**src/rtl/dino_pkg.sv**
```systemverilog
// Shared types and constants for the dino scene engine: FSM state encoding, pixel colours
// and the unsigned in-range helper used by every sprite in-box test.
package dino_pkg;

  typedef enum logic [1:0] {
    StIdle = 2'd0,
    StRun  = 2'd1,
    StOver = 2'd2
  } state_e;

  localparam logic [11:0] BLACK = 12'h000;
  localparam logic [11:0] WHITE = 12'hFFF;
  localparam logic [11:0] RED   = 12'hF00;

  localparam int unsigned OBS_ADDR_W  = 13;
  localparam int unsigned DINO_ADDR_W = 12;

  // 11-bit operands so that lo + len never wraps for 10-bit screen coordinates.
  function automatic logic in_range(input logic [10:0] p, input logic [10:0] lo,
                                    input logic [10:0] len);
    return (p >= lo) && (p < lo + len);
  endfunction

endpackage

```
**src/rtl/obstacle_channel.sv**
```systemverilog
// One obstacle lane: horizontal position with respawn, plus the registered in-box flag and
// sprite ROM address for the current pixel.
module obstacle_channel
  import dino_pkg::*;
#(
  parameter int unsigned OBS_W     = 49,
  parameter int unsigned OBS_H     = 80,
  parameter int unsigned INIT_X    = 550,
  parameter int unsigned RESPAWN_X = 630,
  parameter int unsigned X_MIN     = 10,
  parameter int unsigned OBS_Y     = 255
) (
  input  logic                  clk,
  input  logic                  reset,
  input  logic                  i_load,
  input  logic                  i_move,
  input  logic [3:0]            i_speed,
  input  logic                  i_pix_en,
  input  logic [9:0]            i_px,
  input  logic [8:0]            i_py,
  output logic                  o_inbox,
  output logic [OBS_ADDR_W-1:0] o_addr
);

  logic [9:0]            r_x;
  logic                  r_inbox;
  logic [OBS_ADDR_W-1:0] r_addr;

  logic [10:0]           w_px11, w_py11, w_x11, w_dx11, w_dy11;
  logic                  w_inbox;
  logic [OBS_ADDR_W-1:0] w_addr;

  assign w_px11  = {1'b0, i_px};
  assign w_py11  = {2'b0, i_py};
  assign w_x11   = {1'b0, r_x};
  assign w_dx11  = w_px11 - w_x11;
  assign w_dy11  = w_py11 - 11'(OBS_Y);
  assign w_inbox = in_range(w_px11, w_x11, 11'(OBS_W)) &&
                   in_range(w_py11, 11'(OBS_Y), 11'(OBS_H));
  assign w_addr  = OBS_ADDR_W'(w_dy11) * OBS_ADDR_W'(OBS_W) + OBS_ADDR_W'(w_dx11);

  always_ff @(posedge clk or posedge reset) begin
    if (reset) begin
      r_x <= 10'(INIT_X);
    end else if (i_load) begin
      r_x <= 10'(INIT_X);
    end else if (i_move) begin
      // Respawn before the step would carry the obstacle past the left threshold.
      if (w_x11 < 11'(X_MIN) + {7'b0, i_speed}) begin
        r_x <= 10'(RESPAWN_X);
      end else begin
        r_x <= r_x - {6'b0, i_speed};
      end
    end
  end

  always_ff @(posedge clk or posedge reset) begin
    if (reset) begin
      r_inbox <= 1'b0;
      r_addr  <= '0;
    end else if (i_pix_en) begin
      r_inbox <= w_inbox;
      r_addr  <= w_inbox ? w_addr : '0;
    end
  end

  assign o_inbox = r_inbox;
  assign o_addr  = r_addr;

endmodule

```
**src/rtl/dino_scene_engine.sv**
```systemverilog
// Dino runner scene engine: game FSM, obstacle motion/speed ramp, sprite addressing and the
// two-stage pixel colour pipeline. Define SCORE_EN to build the frames-survived counter.
module dino_scene_engine
  import dino_pkg::*;
#(
  parameter int unsigned NUM_OBS    = 2,
  parameter int unsigned OBS_W      = 49,
  parameter int unsigned OBS_H      = 80,
  parameter int unsigned DINO_W     = 60,
  parameter int unsigned DINO_H     = 60,
  parameter int unsigned SPAWN_X    = 550,
  parameter int unsigned OBS_GAP    = 200,
  parameter int unsigned RESPAWN_X  = 630,
  parameter int unsigned X_MIN      = 10,
  parameter int unsigned OBS_Y      = 255,
  parameter int unsigned SPEED_INIT = 1,
  parameter int unsigned SPEED_MAX  = 7,
  parameter int unsigned SPEED_STEP = 512
) (
  input  logic                          clk,
  input  logic                          reset,
  input  logic                          i_pix_en,
  input  logic                          i_frame_end,
  input  logic                          i_active,
  input  logic [9:0]                    i_px,
  input  logic [8:0]                    i_py,
  input  logic                          i_start,
  input  logic [9:0]                    i_dino_x,
  input  logic [8:0]                    i_dino_y,
  output logic [DINO_ADDR_W-1:0]        o_dino_addr,
  input  logic                          i_dino_bit,
  output logic [OBS_ADDR_W*NUM_OBS-1:0] o_obs_addr,
  input  logic [NUM_OBS-1:0]            i_obs_bit,
  input  logic                          i_bg_bit,
  output logic [11:0]                   o_rgb,
  output logic [1:0]                    o_state,
  output logic                          o_game_over,
  output logic [15:0]                   o_score
);

  state_e                 r_state, w_state_next;
  logic                   r_start_q;
  logic [3:0]             r_speed;
  logic [15:0]            r_frame_cnt;
  logic                   r_active_d1;
  logic                   r_dino_inbox;
  logic [DINO_ADDR_W-1:0] r_dino_addr;
  logic [11:0]            r_rgb;

  logic                   w_start_rise, w_load, w_collide, w_move;
  logic [NUM_OBS-1:0]     w_obs_inbox;
  logic [10:0]            w_px11, w_py11, w_dx11, w_dy11;
  logic                   w_dino_in, w_dino_px, w_obs_px;
  logic [DINO_ADDR_W-1:0] w_dino_addr;
  logic [11:0]            w_rgb_next;

  assign w_start_rise = i_start & ~r_start_q;
  assign w_load       = (r_state == StOver) && w_start_rise;
  assign w_dino_px    = r_dino_inbox & i_dino_bit;
  assign w_obs_px     = |(i_obs_bit & w_obs_inbox);
  assign w_collide    = i_pix_en && r_active_d1 && (r_state == StRun) && w_dino_px && w_obs_px;
  // A collision in the same cycle as frame_end freezes the scene.
  assign w_move       = i_frame_end && (r_state == StRun) && !w_collide;

  always_comb begin
    w_state_next = r_state;
    unique case (r_state)
      StIdle:  if (w_start_rise) w_state_next = StRun;
      StRun:   if (w_collide) w_state_next = StOver;
      StOver:  if (w_start_rise) w_state_next = StIdle;
      default: w_state_next = StIdle;
    endcase
  end

  always_ff @(posedge clk or posedge reset) begin
    if (reset) begin
      r_state   <= StIdle;
      r_start_q <= 1'b0;
    end else begin
      r_state   <= w_state_next;
      r_start_q <= i_start;
    end
  end

  always_ff @(posedge clk or posedge reset) begin
    if (reset) begin
      r_speed     <= 4'(SPEED_INIT);
      r_frame_cnt <= '0;
    end else if (w_load) begin
      r_speed     <= 4'(SPEED_INIT);
      r_frame_cnt <= '0;
    end else if (w_move) begin
      if (r_frame_cnt == 16'(SPEED_STEP - 1)) begin
        r_frame_cnt <= '0;
        if (r_speed < 4'(SPEED_MAX)) r_speed <= r_speed + 4'd1;
      end else begin
        r_frame_cnt <= r_frame_cnt + 16'd1;
      end
    end
  end

  for (genvar g = 0; g < NUM_OBS; g++) begin : g_obs
    obstacle_channel #(
      .OBS_W     (OBS_W),
      .OBS_H     (OBS_H),
      .INIT_X    (SPAWN_X + g * OBS_GAP),
      .RESPAWN_X (RESPAWN_X),
      .X_MIN     (X_MIN),
      .OBS_Y     (OBS_Y)
    ) u_obs (
      .clk      (clk),
      .reset    (reset),
      .i_load   (w_load),
      .i_move   (w_move),
      .i_speed  (r_speed),
      .i_pix_en (i_pix_en),
      .i_px     (i_px),
      .i_py     (i_py),
      .o_inbox  (w_obs_inbox[g]),
      .o_addr   (o_obs_addr[OBS_ADDR_W*g +: OBS_ADDR_W])
    );
  end

  assign w_px11      = {1'b0, i_px};
  assign w_py11      = {2'b0, i_py};
  assign w_dx11      = w_px11 - {1'b0, i_dino_x};
  assign w_dy11      = w_py11 - {2'b0, i_dino_y};
  assign w_dino_in   = in_range(w_px11, {1'b0, i_dino_x}, 11'(DINO_W)) &&
                       in_range(w_py11, {2'b0, i_dino_y}, 11'(DINO_H));
  assign w_dino_addr = DINO_ADDR_W'(w_dy11) * DINO_ADDR_W'(DINO_W) + DINO_ADDR_W'(w_dx11);

  always_comb begin
    w_rgb_next = WHITE;
    if (!r_active_d1) begin
      w_rgb_next = BLACK;
    end else if (w_dino_px) begin
      w_rgb_next = (r_state == StOver) ? RED : BLACK;
    end else if (w_obs_px || i_bg_bit) begin
      w_rgb_next = BLACK;
    end
  end

  // Stage 1 registers address/in-box/active; stage 2 combines ROM data into the colour.
  always_ff @(posedge clk or posedge reset) begin
    if (reset) begin
      r_active_d1  <= 1'b0;
      r_dino_inbox <= 1'b0;
      r_dino_addr  <= '0;
      r_rgb        <= '0;
    end else if (i_pix_en) begin
      r_active_d1  <= i_active;
      r_dino_inbox <= w_dino_in;
      r_dino_addr  <= w_dino_in ? w_dino_addr : '0;
      r_rgb        <= w_rgb_next;
    end
  end

`ifdef SCORE_EN
  logic [15:0] r_score;

  always_ff @(posedge clk or posedge reset) begin
    if (reset) begin
      r_score <= '0;
    end else if ((r_state == StIdle) && w_start_rise) begin
      r_score <= '0;
    end else if (w_move && (r_score != 16'hFFFF)) begin
      r_score <= r_score + 16'd1;
    end
  end

  assign o_score = r_score;
`else
  assign o_score = '0;
`endif

  assign o_dino_addr = r_dino_addr;
  assign o_rgb       = r_rgb;
  assign o_state     = r_state;
  assign o_game_over = (r_state == StOver);

endmodule

```
**config.mk**
```make
export PLATFORM = sky130hd
export DESIGN_NAME = dino_scene_engine
export DESIGN_NICKNAME = d
export VERILOG_FILES = /design/src/rtl/dino_pkg.sv /design/src/rtl/obstacle_channel.sv /design/src/rtl/dino_scene_engine.sv
export SDC_FILE = /design/constraint.sdc
export NUM_CORES = 1
export LEC_CHECK = 0
export BUFFER_PORTS_ARGS = -buffer_cell sky130_fd_sc_hd__buf_2
export CAP_MARGIN = 20
export CORE_MARGIN = 8
export CORE_UTILIZATION = 40
export CTS_CLUSTER_DIAMETER = 80
export DETAILED_ROUTE_END_ITERATION = 16
export GPL_ROUTABILITY_DRIVEN = 1
export GPL_TIMING_DRIVEN = 1
export PLACE_DENSITY_LB_ADDON = 0.15
export SLEW_MARGIN = 5
export SYNTH_ARGS = -nofsm -noshare
export SYNTH_HDL_FRONTEND = slang
export SYNTH_SLANG_ARGS = --single-unit
```
**constraint.sdc**
```tcl
create_clock -name clk -period 4.75 [get_ports clk]
set_input_delay 0.475 -clock clk [delete_from_list [all_inputs] [get_ports clk]]
set_output_delay 0.475 -clock clk [all_outputs]
set_load 0.02 [all_outputs]
```
# Word-level counts from Yosys, hierarchy flattened
# Cells that the tools add are included.
# word_totals
elab_cells,104
input_bits,48
output_inout_bits,69
reg_bits,97
# classes
n_eq_ne,6
bitwise,4
addsub,17
multipliers,2
mux,24
n_reduce_logical,24
n_lt_le_gt_ge,13
# op_table
op,n
10-bit two-way mux,6
12-bit two-way mux,5
10-bit by 11-bit < comparator with 1-bit output,5
16-bit two-way mux,3
10-bit by 6-bit adder with 11-bit output (second input constant),3
10-bit by 10-bit subtractor with 11-bit output,3
10-bit >= comparator,3
13-bit by 11-bit adder with 13-bit output,2
13-bit two-way mux,2
10-bit by 4-bit subtractor with 10-bit output,2
16-bit by 1-bit adder with 16-bit output (second input constant),1
16-bit by 9-bit == test with 1-bit output (second input constant),1
4-bit two-way mux,4
1-bit logical AND,15
11-bit by 6-bit multiplier with 13-bit output (second input constant),1
12-bit by 11-bit adder with 12-bit output,1
11-bit by 4-bit multiplier with 10-bit output (second input constant),1
9-bit by 6-bit adder with 10-bit output (second input constant),1
9-bit by 10-bit < comparator with 1-bit output,1
9-bit by 8-bit subtractor with 10-bit output (second input constant),1
9-bit by 9-bit subtractor with 10-bit output,1
9-bit by 8-bit >= comparator with 1-bit output (second input constant),1
9-bit >= comparator,1
9-bit < comparator (second input constant),1
18 further kinds,25

# Logic depth before layout (Yosys ltp)
# depth
word_depth,8
ltp_mapped,24
mapped_depth_nobuf,24

# Hierarchy
# A second synthesis with hierarchy kept.
# unflattened
cells_unflattened,1334
area_unflattened_um2,11506.0
# by_module_without_submodules
mod,instances,cells_each,seq_area_each_um2,area_each_um2
dino_scene_engine,1,524,977.2,4446.8
obstacle_channel at g_obs[1].u_obs,1,411,609.3,3577.2
obstacle_channel at g_obs[0].u_obs,1,399,605.6,3482.1

# Least setup slack after synthesis
# OpenSTA, ideal clock, no wires.
# synth_timing
path_type,input to register
start,input port i_py[0]
end,register r_dino_addr[11] (netlist: o_dino_addr[11])
stages,22
required_time_ps,4655
setup_ps,95
setup_slack_ps,-135
n_path_buf,0
t_arrival_ps,4790
cell_sequence,inv_1 > ha_1 > inv_1 > fa_1 > a21oi_1 > inv_1 > a21oi_1 > xor2_1 > xor2_1 > ha_1 > inv_1 > fa_1 > inv_1 > ha_1 > a21oi_1 > xnor2_1 > ha_1 > a21o_1 > a31oi_1 > xnor2_1 > nor3_1 > o32ai_2
# synth_via
elab_chain_cells,4
elab_cells_between_ends,8
cone_classes,add/sub (2); mul (1); order compare (2); mux (1); reduce/logical (2)
# synth_lines
element,line_no,source
start: declaration,dino_scene_engine.sv:26,"input logic [8:0] i_py,"
"9-bit by 9-bit subtractor with 10-bit output, or another cell as far along",dino_scene_engine.sv:127,"assign w_dy11 = w_py11 - {2'b0, i_dino_y};"
11-bit by 4-bit multiplier with 10-bit output / 1-bit logical AND (equally long branches),"dino_scene_engine.sv:130, dino_pkg.sv:21",
12-bit by 11-bit adder with 12-bit output / 1-bit logical AND (equally long branches),"dino_scene_engine.sv:130, dino_scene_engine.sv:128",
12-bit two-way mux *,dino_scene_engine.sv:153,r_dino_addr <= w_dino_in ? w_dino_addr : '0;
end signal: assignment,dino_scene_engine.sv:153,
end: declaration,dino_scene_engine.sv:47,logic [DINO_ADDR_W-1:0] r_dino_addr;
# Every way passes the cells marked *; elsewhere a longest branch is shown, timed or not.
# A chain may end at the register's enable or synchronous reset.

# Worst setup path after layout
# Ends and elaborated chain as after synthesis.

==> results.rst <==
.. list-table::
   :header-rows: 1

   * - Metric
     - Value
   * - Result of the run
     - finished, final reports clean
   * - Total via count in the routed design
     - 8429
   * - Die Wd
     - 174 microns
   * - Global-route wire length before repair
     - 42.8 mm
   * - Share of final-layout standard cells stronger than drive strength 1
     - 18.4%
   * - Final Hold Violating Endpoints
     - 0
   * - Most used flip-flop cell after synthesis
     - sky130_fd_sc_hd__dfrtp_1
   * - Initial DRC count
     - 342
   * - Maximum number of pins on one net before global-route repair
     - 47
   * - Endpoint type of the worst setup path
     - flip-flop
   * - Clock input transition at the sequential cells of the worst setup and hold paths
     - 0.08 ns
   * - Standard-cell rows
     - 58
   * - Element type at the critical path start
     - primary input
   * - Total of hold buffers inserted after clock tree synthesis
     - 0
   * - Post-placement setup slack
     - -0.200 ns
   * - Power density over cell area
     - 670 mW/mm^2
   * - Maximum operating frequency
     - 0.219 GHz
   * - Instance count of the mapped netlist
     - 1170
   * - Final cycle utilization of the critical path
     - 96.1%
   * - Switching Fraction
     - 44.9%
   * - Slew at the pin closest to its max-slew limit
     - 0.744 ns
   * - Path category of the worst min-delay check
     - in -> async
   * - Slew Limit Headroom
     - 49.6%
   * - Wire length reported by the detailed router
     - 26.0 mm
   * - GRT Total Usage
     - 17.3%
   * - EDFF count, synth
     - 0
   * - Maximum clock skew at final layout
     - 0.0107 ns
   * - Number of primary I/O pins
     - 117
   * - Max-slew violation total from the final report
     - 0
   * - Layout filler cell count
     - 2480
   * - TritonCTS clock tree
     - built
   * - Clock root buffer
     - sky130_fd_sc_hd__clkbuf_16
   * - Worst Path Max Fanout
     - 3
   * - Area of the die
     - 0.0303 sq mm
   * - Placed wire-length estimate after detailed placement
     - 21.3 mm
   * - Per-cell routed wire length
     - 15.7 microns
   * - Proportion of register bits with asynchronous set or reset after synthesis
     - 100%
   * - TritonCTS buffer count
     - 9
   * - Static power due to leakage
     - 5.75 nW
   * - WS Path Type
     - in -> reg
   * - Number of nets at the end of the flow
     - 1560
   * - Register area share after synthesis
     - 21.9%
   * - Number of global-route vias before repair
     - 8546
   * - Aggregate negative setup slack
     - 0 ns
   * - Part of the total power dissipated in sequential elements
     - 13.6%
   * - WHS
     - 0.198 ns
   * - Worst vdd rail ir drop
     - 885 uV
   * - Detailed-route vias per instance
     - 5.08
   * - First-pass detailed-route iteration total
     - 4
   * - Number of antenna violations at the first check in global routing
     - 0
   * - Total overflow reported by the global router
     - 0
   * - Total design power
     - 7.77 mW
   * - Synthesis warning total
     - 0
   * - Synth-to-layout area growth
     - 16.1%
   * - Distinct cell type count after synthesis
     - 68
   * - Clock Latency Late Sink
     - 0.36 ns
   * - Required time of the critical path
     - 5.01 ns
   * - ANT cells
     - 0
   * - H-tree levels
     - 3
   * - Combinational Power Share
     - 77.0%
   * - End of the worst register-to-register path
     - g_obs[1].u_obs.o_addr[12]
   * - Final critical-path setup slack
     - 0.185 ns
   * - R2R setup slack
     - 1.00 ns
   * - Max_cap viols
     - 0
   * - Logic depth of the worst register-to-register path
     - 16
   * - Post-synthesis average cell area
     - 8.54 sq um
   * - Internal Power
     - 4.28 mW
   * - Clock tree sinks
     - 87
   * - Flop and latch count out of synthesis
     - 87
   * - Area of the core
     - 0.0248 sq mm
   * - Synthesized cell area
     - 0.00999 sq mm
   * - Origin of the critical flop-to-flop path
     - g_obs[1].u_obs.r_x[1]
   * - Remaining design rule violation count
     - 0
   * - Count of buffers inserted at the top-level ports
     - 100
   * - RePlAce Congestion
     - 0.850
   * - Switching Power
     - 3.49 mW
   * - Antenna-violating nets left
     - 0
   * - Starting Density
     - 40.3%
   * - Period minus WS final
     - 4.57 ns
   * - Crit path DAT
     - 4.83 ns
   * - Die Height
     - 174 microns
   * - Longest Clk Path Bufs
     - 2
   * - Clock share of power
     - 9.3%
   * - Final number of setup-violating endpoints
     - 0
==> cell type report <==
type                    instances  area, sq um  area share [%]
flip-flops and latches         87         2190            18.9
multi-input cells             890         7050            60.8
inverters                     163          613            5.29
well taps                     330          413            3.56
clock buffers                  10          229            1.97
clock inverters                 6         55.1           0.475
repair buffers                173         1050            9.04
==> layout by cell type, fill, tap and decap left out, types with 9 or more instances in the layout <==
| cell | instances |
|---|---|
| sky130_fd_sc_hd__dfstp_2 | 12 |
| sky130_fd_sc_hd__nand4_1 | 17 |
| sky130_fd_sc_hd__nand2_1 | 59 |
| sky130_fd_sc_hd__buf_4 | 73 |
| sky130_fd_sc_hd__nand2b_1 | 17 |
| sky130_fd_sc_hd__a211oi_1 | 10 |
| sky130_fd_sc_hd__ha_1 | 163 |
| sky130_fd_sc_hd__o21a_1 | 18 |
| sky130_fd_sc_hd__o21ai_1 | 28 |
| sky130_fd_sc_hd__inv_1 | 153 |
| sky130_fd_sc_hd__clkbuf_16 | 9 |
| sky130_fd_sc_hd__nor2_1 | 63 |
| sky130_fd_sc_hd__a21o_1 | 19 |
| sky130_fd_sc_hd__nor2b_1 | 21 |
| sky130_fd_sc_hd__conb_1 | 16 |
| sky130_fd_sc_hd__o21ai_0 | 25 |
| sky130_fd_sc_hd__xor2_1 | 40 |
| sky130_fd_sc_hd__nor3_1 | 22 |
| sky130_fd_sc_hd__nand3_1 | 32 |
| sky130_fd_sc_hd__o21bai_1 | 11 |
| sky130_fd_sc_hd__xnor2_1 | 86 |
| sky130_fd_sc_hd__o22ai_1 | 32 |
| sky130_fd_sc_hd__a21oi_1 | 78 |
| sky130_fd_sc_hd__fa_1 | 22 |
| sky130_fd_sc_hd__buf_2 | 100 |
| sky130_fd_sc_hd__o22ai_2 | 9 |
| sky130_fd_sc_hd__dfrtp_1 | 75 |
==> cell families after synthesis <==
logic type,synth area share [%]
AOI/OAI and AO/OA,18.5
DFF,21.9
xor gates and xnor gates,11.8
adders and majority gates,25.4
and+or+nand+nor,13.2
other,0.0375
muxes,0.213
buffers and inverters,8.89
==> worst max-delay path, cell delays in order <==
cell,delay [ns]
sky130_fd_sc_hd__buf_2,0.12
sky130_fd_sc_hd__inv_1,0.07
sky130_fd_sc_hd__ha_1,0.14
sky130_fd_sc_hd__inv_1,0.05
sky130_fd_sc_hd__fa_2,0.54
sky130_fd_sc_hd__inv_1,0.07
sky130_fd_sc_hd__fa_1,0.50
sky130_fd_sc_hd__inv_1,0.06
sky130_fd_sc_hd__fa_1,0.46
sky130_fd_sc_hd__inv_1,0.10
sky130_fd_sc_hd__fa_2,0.22
sky130_fd_sc_hd__inv_1,0.05
sky130_fd_sc_hd__a21o_1,0.17
sky130_fd_sc_hd__a21oi_1,0.23
sky130_fd_sc_hd__o21bai_1,0.10
sky130_fd_sc_hd__a21oi_1,0.19
sky130_fd_sc_hd__xnor2_1,0.15
sky130_fd_sc_hd__ha_1,0.29
sky130_fd_sc_hd__a21o_1,0.20
sky130_fd_sc_hd__a31oi_2,0.19
sky130_fd_sc_hd__xnor2_2,0.11
sky130_fd_sc_hd__o21a_1,0.12
sky130_fd_sc_hd__o32ai_2,0.24
==> Yosys cell counts (10+ instances only) <==
library cell	n	share of area [%]
sky130_fd_sc_hd__nor3_1	23	1.2
sky130_fd_sc_hd__nor2_1	64	2.4
sky130_fd_sc_hd__nor2b_1	22	1.4
sky130_fd_sc_hd__a211oi_1	10	0.75
sky130_fd_sc_hd__o21ai_1	27	1.4
sky130_fd_sc_hd__buf_4	26	2.0
sky130_fd_sc_hd__o21bai_1	11	0.83
sky130_fd_sc_hd__inv_1	154	5.8
sky130_fd_sc_hd__ha_1	164	21
sky130_fd_sc_hd__xnor2_1	91	8.0
sky130_fd_sc_hd__a21oi_1	80	4.0
sky130_fd_sc_hd__o21a_1	18	1.4
sky130_fd_sc_hd__clkbuf_1	14	0.53
sky130_fd_sc_hd__a21o_1	19	1.4
sky130_fd_sc_hd__nand4_1	17	1.1
sky130_fd_sc_hd__xor2_1	41	3.6
sky130_fd_sc_hd__o22ai_1	32	2.0
sky130_fd_sc_hd__nand3_1	32	1.6
sky130_fd_sc_hd__fa_1	24	4.8
sky130_fd_sc_hd__nand2b_1	17	1.1
sky130_fd_sc_hd__nand2_1	59	2.2
sky130_fd_sc_hd__dfstp_2	12	3.2
sky130_fd_sc_hd__dfrtp_1	75	19
sky130_fd_sc_hd__o21ai_0	26	1.3
==> stage by stage <==
stage	util [%]	cell area, sq um	instances
2_1_floorplan	-	10100	1185
6_report	46.7	11600	1659
3_3_place_gp	45.3	11200	1640
5_1_grt	46.7	11600	1659
3_5_place_dp	45.3	11200	1640
4_1_cts	46.4	11500	1656
==> power groups by stage <==
stage | clock (mW) | combinational (mW) | sequential (mW)
finish | 0.725 | 5.99 | 1.06
global route | 0.772 | 6.72 | 1.09
CTS | 0.748 | 5.80 | 1.06
detailed placement | 0 | 5.76 | 1.07
global placement | 0 | 5.72 | 1.07
floorplan | 0 | 4.13 | 1.12
==> routing by layer <==
| layer | part of all wire, % | track usage, % | vias up |
|---|---|---|---|
| met1 | 48 | 22.6 | 3991 |
| met5 | 0 | 0 | - |
| met2 | 48 | 29.6 | 107 |
| met3 | 2.9 | 2.60 | 12 |
| li1 | - | - | 4319 |
| met4 | 0.77 | 3.53 | 0 |
==> how the worst max path moves through the flow <==
stage                     startpoint              end  slack [ns]
after floorplan              i_py[0]  o_dino_addr[11]        0.06
after global placement       i_py[0]  o_dino_addr[11]       -0.15
after detailed placement     i_py[0]  o_dino_addr[11]       -0.20
after CTS                    i_py[0]  o_dino_addr[11]        0.18
after global routing         i_py[0]  o_dino_addr[11]       -0.09
final                        i_py[0]  o_dino_addr[11]        0.18
==> sequential cells by signal, summed over array words and instances, names as in the netlist <==
name	flops
g_obs.u_obs.o_addr	26
g_obs.u_obs.o_inbox	2
g_obs.u_obs.r_x	20
o_dino_addr	12
o_rgb	2
o_state	2
r_active_d1	1
r_dino_inbox	1
r_frame_cnt	16
r_speed	4
r_start_q	1
==> timing repair <==
| item | 4_1_cts | 5_1_grt |
|---|---|---|
| setup buffers | 0 | 3 |
| endpoints found under the hold margin | 0 | 0 |
| setup endpoints to repair | 0 | 2 |
| gates resized for setup | 0 | 12 |
No activity file was read; power rests on OpenSTA's default activity.
